--- src/rtl/jstk_spi_responder.sv ---
// SPI mode-0 slave emulating the joystick Pmod: decodes the LED command from a
// 5-byte frame and returns a frame-consistent snapshot of X, Y and the buttons.
module jstk_spi_responder #(
    parameter int unsigned FRAME_BITS = 40,
    parameter logic [5:0]  CMD_PREFIX = 6'b100000
) (
    input  logic       clk50M,
    input  logic       reset,
    input  logic       cs,
    input  logic       sck,
    input  logic       mosi,
    output logic       miso,
    output logic       miso_oe,
    input  logic [9:0] x,
    input  logic [9:0] y,
    input  logic [2:0] btn,
    output logic [1:0] led,
    output logic       cmd_valid,
    output logic       frame_error,
    output logic       busy
);

    localparam int unsigned CNT_W  = 6;
    localparam int unsigned RESP_W = 40;

    typedef enum logic [1:0] {
        WAIT_IDLE = 2'd0,
        IDLE      = 2'd1,
        ACTIVE    = 2'd2
    } state_t;

    state_t state, state_nxt;

    // [0],[1]: synchronizer; [2]: history for edge detection
    logic [2:0] cs_sr, sck_sr, mosi_sr;

    logic [CNT_W-1:0]  bit_cnt, bit_cnt_nxt;
    logic [RESP_W-1:0] rx, rx_nxt;
    logic [RESP_W-2:0] tx, tx_nxt;
    logic [RESP_W-1:0] resp;
    logic              miso_nxt, miso_oe_nxt, busy_nxt;
    logic              cmd_valid_nxt, frame_error_nxt;
    logic [1:0]        led_nxt;

    logic cs_sync, cs_rise, cs_fall, sck_rise, sck_fall, well_formed;

    assign cs_sync  = cs_sr[1];
    assign cs_rise  =  cs_sr[1] & ~cs_sr[2];
    assign cs_fall  = ~cs_sr[1] &  cs_sr[2];
    assign sck_rise =  sck_sr[1] & ~sck_sr[2];
    assign sck_fall = ~sck_sr[1] &  sck_sr[2];

    assign resp = {x[7:0], 6'b0, x[9:8], y[7:0], 6'b0, y[9:8], 5'b0, btn};

    assign well_formed = (bit_cnt == CNT_W'(FRAME_BITS)) &&
                         (rx[RESP_W-1:RESP_W-6] == CMD_PREFIX);

    always_ff @(posedge clk50M) begin
        if (reset) begin
            state <= WAIT_IDLE;
        end else begin
            state <= state_nxt;
        end
    end

    always_comb begin
        state_nxt       = state;
        bit_cnt_nxt     = bit_cnt;
        rx_nxt          = rx;
        tx_nxt          = tx;
        miso_nxt        = miso;
        miso_oe_nxt     = miso_oe;
        busy_nxt        = busy;
        led_nxt         = led;
        cmd_valid_nxt   = 1'b0;
        frame_error_nxt = 1'b0;

        case (state)
            WAIT_IDLE: begin
                miso_nxt    = 1'b0;
                miso_oe_nxt = 1'b0;
                busy_nxt    = 1'b0;
                if (cs_sync) begin
                    state_nxt = IDLE;
                end
            end
            IDLE: begin
                if (cs_fall) begin
                    tx_nxt      = resp[RESP_W-2:0];
                    miso_nxt    = resp[RESP_W-1];
                    rx_nxt      = '0;
                    bit_cnt_nxt = '0;
                    busy_nxt    = 1'b1;
                    miso_oe_nxt = 1'b1;
                    state_nxt   = ACTIVE;
                end
            end
            ACTIVE: begin
                // cs release takes priority over any coincident sck edge
                if (cs_rise) begin
                    busy_nxt    = 1'b0;
                    miso_oe_nxt = 1'b0;
                    miso_nxt    = 1'b0;
                    state_nxt   = IDLE;
                    if (well_formed) begin
                        led_nxt       = rx[RESP_W-7:RESP_W-8];
                        cmd_valid_nxt = 1'b1;
                    end else begin
                        frame_error_nxt = 1'b1;
                    end
                end else if (sck_rise) begin
                    rx_nxt = {rx[RESP_W-2:0], mosi_sr[2]};
                    if (bit_cnt != {CNT_W{1'b1}}) begin
                        bit_cnt_nxt = bit_cnt + CNT_W'(1);
                    end
                end else if (sck_fall) begin
                    miso_nxt = tx[RESP_W-2];
                    tx_nxt   = {tx[RESP_W-3:0], 1'b0};
                end
            end
            default: begin
                state_nxt = WAIT_IDLE;
            end
        endcase
    end

    always_ff @(posedge clk50M) begin
        if (reset) begin
            cs_sr       <= 3'b000;
            sck_sr      <= 3'b000;
            mosi_sr     <= 3'b000;
            bit_cnt     <= '0;
            rx          <= '0;
            tx          <= '0;
            miso        <= 1'b0;
            miso_oe     <= 1'b0;
            busy        <= 1'b0;
            led         <= 2'b00;
            cmd_valid   <= 1'b0;
            frame_error <= 1'b0;
        end else begin
            cs_sr       <= {cs_sr[1:0], cs};
            sck_sr      <= {sck_sr[1:0], sck};
            mosi_sr     <= {mosi_sr[1:0], mosi};
            bit_cnt     <= bit_cnt_nxt;
            rx          <= rx_nxt;
            tx          <= tx_nxt;
            miso        <= miso_nxt;
            miso_oe     <= miso_oe_nxt;
            busy        <= busy_nxt;
            led         <= led_nxt;
            cmd_valid   <= cmd_valid_nxt;
            frame_error <= frame_error_nxt;
        end
    end

endmodule

--- config.mk ---
export PLATFORM = sky130hd
export DESIGN_NAME = jstk_spi_responder
export DESIGN_NICKNAME = d
export VERILOG_FILES = /design/src/rtl/jstk_spi_responder.sv
export SDC_FILE = /design/constraint.sdc
export NUM_CORES = 1
export LEC_CHECK = 0
export CAP_MARGIN = 30
export CORE_UTILIZATION = 61
export DETAILED_ROUTE_END_ITERATION = 8
export GPL_TIMING_DRIVEN = 0
export PLACE_DENSITY = 0.83
export SETUP_SLACK_MARGIN = 0.15
export SYNTH_ARGS = -nofsm -noshare
export SYNTH_HDL_FRONTEND = slang
export SYNTH_SLANG_ARGS = --single-unit
--- constraint.sdc ---
create_clock -name clk50M -period 3.1 [get_ports clk50M]
set_input_delay 0.465 -clock clk50M [delete_from_list [all_inputs] [get_ports clk50M]]
set_output_delay 0.465 -clock clk50M [all_outputs]
set_load 0.02 [all_outputs]
## After elaboration in Yosys (flattened, before gate mapping)

Index checks and enable logic that the tools add are counted.

| storage, ports and cells | value |
|---|---|
| flip-flop bits (word level) | 102 |
| bits in latches | 0 |
| memory bits (writable) | 0 |
| bits in read-only memories | 0 |
| input bits | 28 |
| output and inout bits | 7 |
| word-level logic and storage cells | 78 |
| memories kept | 0 |

| operators by class | value |
|---|---|
| add/subtract/negate cells | 1 |
| $mul | 0 |
| divide/modulo/power cells | 0 |
| $lt $le $gt $ge | 0 |
| equality and inequality tests | 15 |
| shift-type cells | 0 |
| muxes and demuxes | 28 |
| bitwise operators | 10 |
| reduce and logical (&&, ||, !) cells | 12 |

Operators with widths:

| kind | number |
|---|---|
| $mux W39 | 4 |
| $mux W40 | 3 |
| $pmux W40 S2 | 1 |
| $pmux W39 S2 | 1 |
| $mux W6 | 4 |
| $ne A2 B2 Y1 const B | 8 |
| $eq A6 B6 Y1 const B | 2 |
| $pmux W6 S2 | 1 |
| $reduce_and A5 Y1 | 2 |
| $reduce_and A3 Y1 | 3 |
| $mux W1 | 8 |
| $reduce_and A4 Y1 | 2 |
| $add A6 B1 Y6 const B | 1 |
| $mux W2 | 3 |
| $ne A3 B3 Y1 const B | 2 |
| $ne A6 B6 Y1 const B | 1 |
| $not A1 Y1 | 6 |
| $pmux W1 S3 | 2 |
| $pmux W2 S3 | 1 |
| $and A1 B1 Y1 | 4 |
| $reduce_bool A3 Y1 | 1 |
| $reduce_or A3 Y1 | 1 |
| $eq A2 B1 Y1 const B | 1 |
| $eq A2 B2 Y1 const B | 1 |
| 3 further kinds | 3 |

## Longest topological paths before layout

| logic depth | value |
|---|---|
| depth after elaboration | 6 |
| mapped depth | 10 |
| gate-level depth less buffers | 7 |

## Worst setup path after synthesis

No wires, ideal clock.

| timing path | value |
|---|---|
| path kind | reg-to-reg |
| from | register state[0] |
| to | register bit_cnt[3] |
| setup time | 70 ps |
| arrival time | 1738 ps |
| required time | 3030 ps |
| path slack | 1292 ps |
| cell stages (with the launch flop) | 8 |
| path buffers | 1 |
| period minus slack after synthesis | 1808 ps |
| path through | dfxtp_1 inv_1 ha_1 buf_4 a2111oi_4 o2111ai_1 or3_1 a21oi_1 |

| between the ends | value |
|---|---|
| longest elaborated chain between the ends | 3 |
| elaborated cells between the ends (all ways) | 9 |

RTL lines:

| item | RTL line | source |
|---|---|---|
| start: declaration | 32 | `state_t state, state_nxt;` |
| start signal: assignment | 62 | `state <= state_nxt;` |
| $eq A2 B2 Y1 or $eq A2 B1 Y1 (tied branches) | 78 | `case (state)` |
| $ne A2 B2 Y1 (no source line) or $reduce_bool A2 Y1 (tied branches) | - |  |
| $reduce_and A5 Y1 (no source line) | - |  |
| end signal: assignment | 145 | `bit_cnt <= bit_cnt_nxt;` |
| end: declaration | 37 | `logic [CNT_W-1:0] bit_cnt, bit_cnt_nxt;` |

Several ways; a longest one is shown, not always the timed one.
A chain may end at the register's enable or synchronous reset.

## Worst setup path after layout

| timing path | value |
|---|---|
| from | register state[1] |
| to | register rx[38] |

| between the ends | value |
|---|---|
| longest elaborated chain between the ends | 3 |
| elaborated cells between the ends (all ways) | 8 |

RTL lines:

| item | RTL line | source |
|---|---|---|
| $eq A2 B2 Y1 or $eq A2 B1 Y1 (tied branches) | 78 |  |
| $ne A2 B2 Y1 (no source line) or $reduce_bool A2 Y1 (tied branches) | - |  |
| $reduce_and A4 Y1 (no source line) | - |  |
| end signal: assignment | 146 | `rx <= rx_nxt;` |
| end: declaration | 38 | `logic [RESP_W-1:0] rx, rx_nxt;` |

Several ways; a longest one is shown, not always the timed one.

==> key figures <==
Run
  • Max-Cap Viols: 0

STA
  • Fmax: 0.459 GHz
  • Final Cycle Share: 70.3%
  • Least-Margin Pin Slew: 0.695 ns
  • Final min period: ~2.2 ns
  • Setup tns final: 0 ns
  • RSZ-0062 raised after global routing: no
  • Slew margin rel.: between 50% and 60%
  • Worst Skew: 0.0102 ns
  • Final slew viol count: 0
  • Final setup fails: 0
  • Final Hold Viols: 0

Run status
  • Violated checks: DRC
  • Outcome: complete, but fails checks

Yosys
  • Cell taking the most area after synthesis: dfxtp_1
  • Yosys warns: 0
  • Post-synth EDFFs: 0
  • Mapped Cells: approximately 480
  • Mapped Nets: approximately 500
  • Post-Syn Area: ~4100 sq um
  • Syn_area_per_cell: 8.68 sq um
  • Ys flop type: dfxtp_1
  • Synth cell types: 43
  • Async SR Flop Fraction: 0%
  • Ranking of synthesized cells by area: dfxtp_1 (50%), a21oi_1 (7.8%), nand3_1 (7.5%), mux2i_1 (6.1%), nand2_1 (5.5%)
  • Part of the Yosys area used for sequential elements: 49.5%
  • #FFs+latches synth: 102
  • Synth top area share: 49.5%

Power and ir drop
  • Cell-internal power: about 2100 uW
  • Seq pwr share: 47.3%
  • Power Dens Cells: 672 nW/um^2
  • PnR Total Power: 3190 uW
  • VDD IR-drop max: 0.000425 V
  • Combinational Power Share: roughly 26%
  • Sw Share: 33.5%
  • Clock power share: 26.9%
  • Leakage: 0.00156 uW
  • Switching power: 1070 uW

Setup path
  • Register-to-register setup slack: 0.92 ns
  • Critical R2R Capture: rx[38]
  • Slowest Stage Delay on Critical Path: 0.40 ns
  • Worst-path fanout max: 10
  • Endpoint class of the critical path: flip-flop
  • CP Data Required Time: between 3 and 4 ns
  • Setup crit start kind: flip-flop
  • Crit path depth: 9
  • R2R Path Start: state[1]
  • Top delay family on crit path: buffers and inverters
  • Critical Path Source: state[1]
  • Critical-path cell list: inv_1 > ha_1 > buf_4 > nor2_1 > a2111oi_4 > nor2_1 > clkbuf_1 > nand2_1 > a21oi_1
  • Worst setup endpoint: rx[38]
  • Worst setup path class: flip-flop to flip-flop
  • WP data arrival: 2.49 ns
  • Worst path slowest cell: dfxtp_1
  • CP dominant cell by count: nor2_1
  • Cells on worst reg2reg path: 9
  • Buffer and inverter count on the worst path: 3

Die
  • Io pins: 35
  • Chip height: between 80 and 90 um
  • Core area: 6420 sq um
  • DIE AREA: 7090 sq um
  • Die Wd: 84.2 um
  • Initial Util: 64.2%
  • Rows: 29

Place
  • PortBufs: 33
  • # placed instances: 585
  • Gpl congestion: around 0.85
  • Post-DP HPWL: 5980 um

Layout
  • Register area: 2040 sq um
  • Fin cells: 601
  • Multi-input logic area: 1850 sq um
  • Area growth, synth to finish: 15.3%
  • Diodes inserted: 0
  • Fillcell total: 472
  • Layout cells sized above 1: 6.87%
  • Final Net Count: 553
  • Final Util: 74.0%

Clocking
  • # hold bufs at CTS: 0
  • CTS Buf Count: 9
  • Latest clock arrival within the worst-skew pair: between 0.3 and 0.4 ns
  • Clk root buf: clkbuf_8
  • Max Root-Sink Buffers: 2
  • H-Tree Depth: 3
  • Clock Sinks: slightly above 100
  • Setup repair bufs after CTS: 0
  • Clock-pin slew on the worst setup and hold paths: around 0.1 ns
  • Post-CTS sizing: 0
  • CTS tree: yes

Route
  • Initial drt markers: 312
  • Antenna Nets Post-Route: 0
  • Avg Vias per Cell: 5.84
  • DR DRC count: 4
  • Pre-antenna DRT Iters: 8
  • Routed wire length: 8710 um
  • Vias: 3509
  • WL per Instance: 14.5 um

Global route
  • First-pass GRT wire length: 14800 um
  • Met1 Use GR: a little over a third
  • Vias in the first global route: around 3200
  • Largest net degree at the start of global routing: 19
  • Initial antenna violation count: 0
  • Busiest grt layer: met2
  • Total grt overflow: 0
  • Met2 Resource Use GR: 39.4%
  • GR Layer Usage met3: ~7%
  • Total Routing Usage GR: 25.8%

Min path
  • Hold/Removal Path Class: flip-flop to flip-flop
  • Hold path depth: 1
worst min-delay path by stage:
| stage | end | from | slack (ns) |
|---|---|---|---|
| finish | mosi_sr[1] | mosi_sr[0] | 0.45 |
| global route | mosi_sr[1] | mosi_sr[0] | 0.46 |
| CTS | mosi_sr[1] | mosi_sr[0] | 0.45 |
| detailed placement | mosi_sr[1] | mosi_sr[0] | 0.42 |
| global placement | mosi_sr[1] | mosi_sr[0] | 0.42 |
| floorplan | cs_sr[1] | cs_sr[0] | 0.41 |
power by group through the flow:
stage	clock [uW]	combinational, uW	sequential (uW)
after global routing	923	918	1520
after CTS	871	817	1510
after detailed placement	0	810	1540
final	857	827	1510
after global placement	0	787	1530
after floorplan	0	618	1520
registers in the layout, summed over array words and instances (netlist names), 2 cells and up:
name     flops
rx          40
tx          39
bit_cnt      6
cs_sr        3
mosi_sr      3
sck_sr       3
led          2
state        2
layout by cell type, fill, tap and decap left out, types with 2 or more instances in the layout:
cell type / n
nand4_1: 2
clkbuf_1: 20
buf_4: 4
dfxtp_1: 102
a211oi_1: 21
nor3_1: 3
buf_1: 6
inv_6: 2
buf_6: 4
buf_2: 6
ha_1: 6
o21ai_0: 7
or3_1: 2
nor2_1: 36
inv_1: 8
clkbuf_8: 9
mux2i_1: 25
nand3_1: 62
or4b_1: 2
nor2b_1: 9
clkdlybuf4s50_1: 33
nand2_1: 60
a31oi_1: 2
nand2b_1: 3
a21oi_1: 64
final cells by class:
cell class	count	area share [%]
buffer	40	4.26
clock buffer	9	2.61
clock inverter	7	1.68
inverter	8	0.632
multi-input combinational	325	38.9
sequential	102	42.9
tap	77	2.03
timing repair buffer	33	6.95
cells in the mapped netlist, types with 3 or more instances:
library cell	n
nand2b_1	3
mux2i_1	25
ha_1	6
nand2_1	60
a211oi_1	21
dfxtp_1	102
buf_4	4
inv_1	8
nor2_1	36
nand3_1	62
buf_2	6
nor3_1	3
nor2b_1	9
o21ai_0	7
a21oi_1	64
buf_1	6
clkbuf_1	20
buf_6	4
cells by family (layout without fill, tap and decap cells):
family | after synthesis | in the layout | synth area share, %
and+or+nand+nor | 188 | 188 | 21.2
AOI/OAI and AO/OA | 105 | 105 | 15.5
DFF | 102 | 102 | 49.5
buffers and inverters | 48 | 97 | 5.64
muxes | 25 | 25 | 6.07
adders and majority gates | 6 | 6 | 1.82
xor gates and xnor gates | 1 | 1 | 0.212
stage by stage:
stage / instance area (sq um) / hold WS [ns] / setup WS [ns]
after floorplan: 4120 / 0.414 / 1.29
after global placement: 4550 / 0.421 / 1.07
after detailed placement: 4550 / 0.425 / 0.972
after CTS: 4750 / 0.449 / 0.931
after global routing: 4750 / 0.465 / 0.739
final: 4750 / 0.447 / 0.921
layer usage:
metal | wire length (um) | vias up
met5 | 0 | -
met4 | 121 | 0
met3 | 385 | 18
met2 | 3950 | 86
met1 | 4250 | 1666
li1 | - | 1739
No activity file was read; power rests on OpenSTA's default activity.
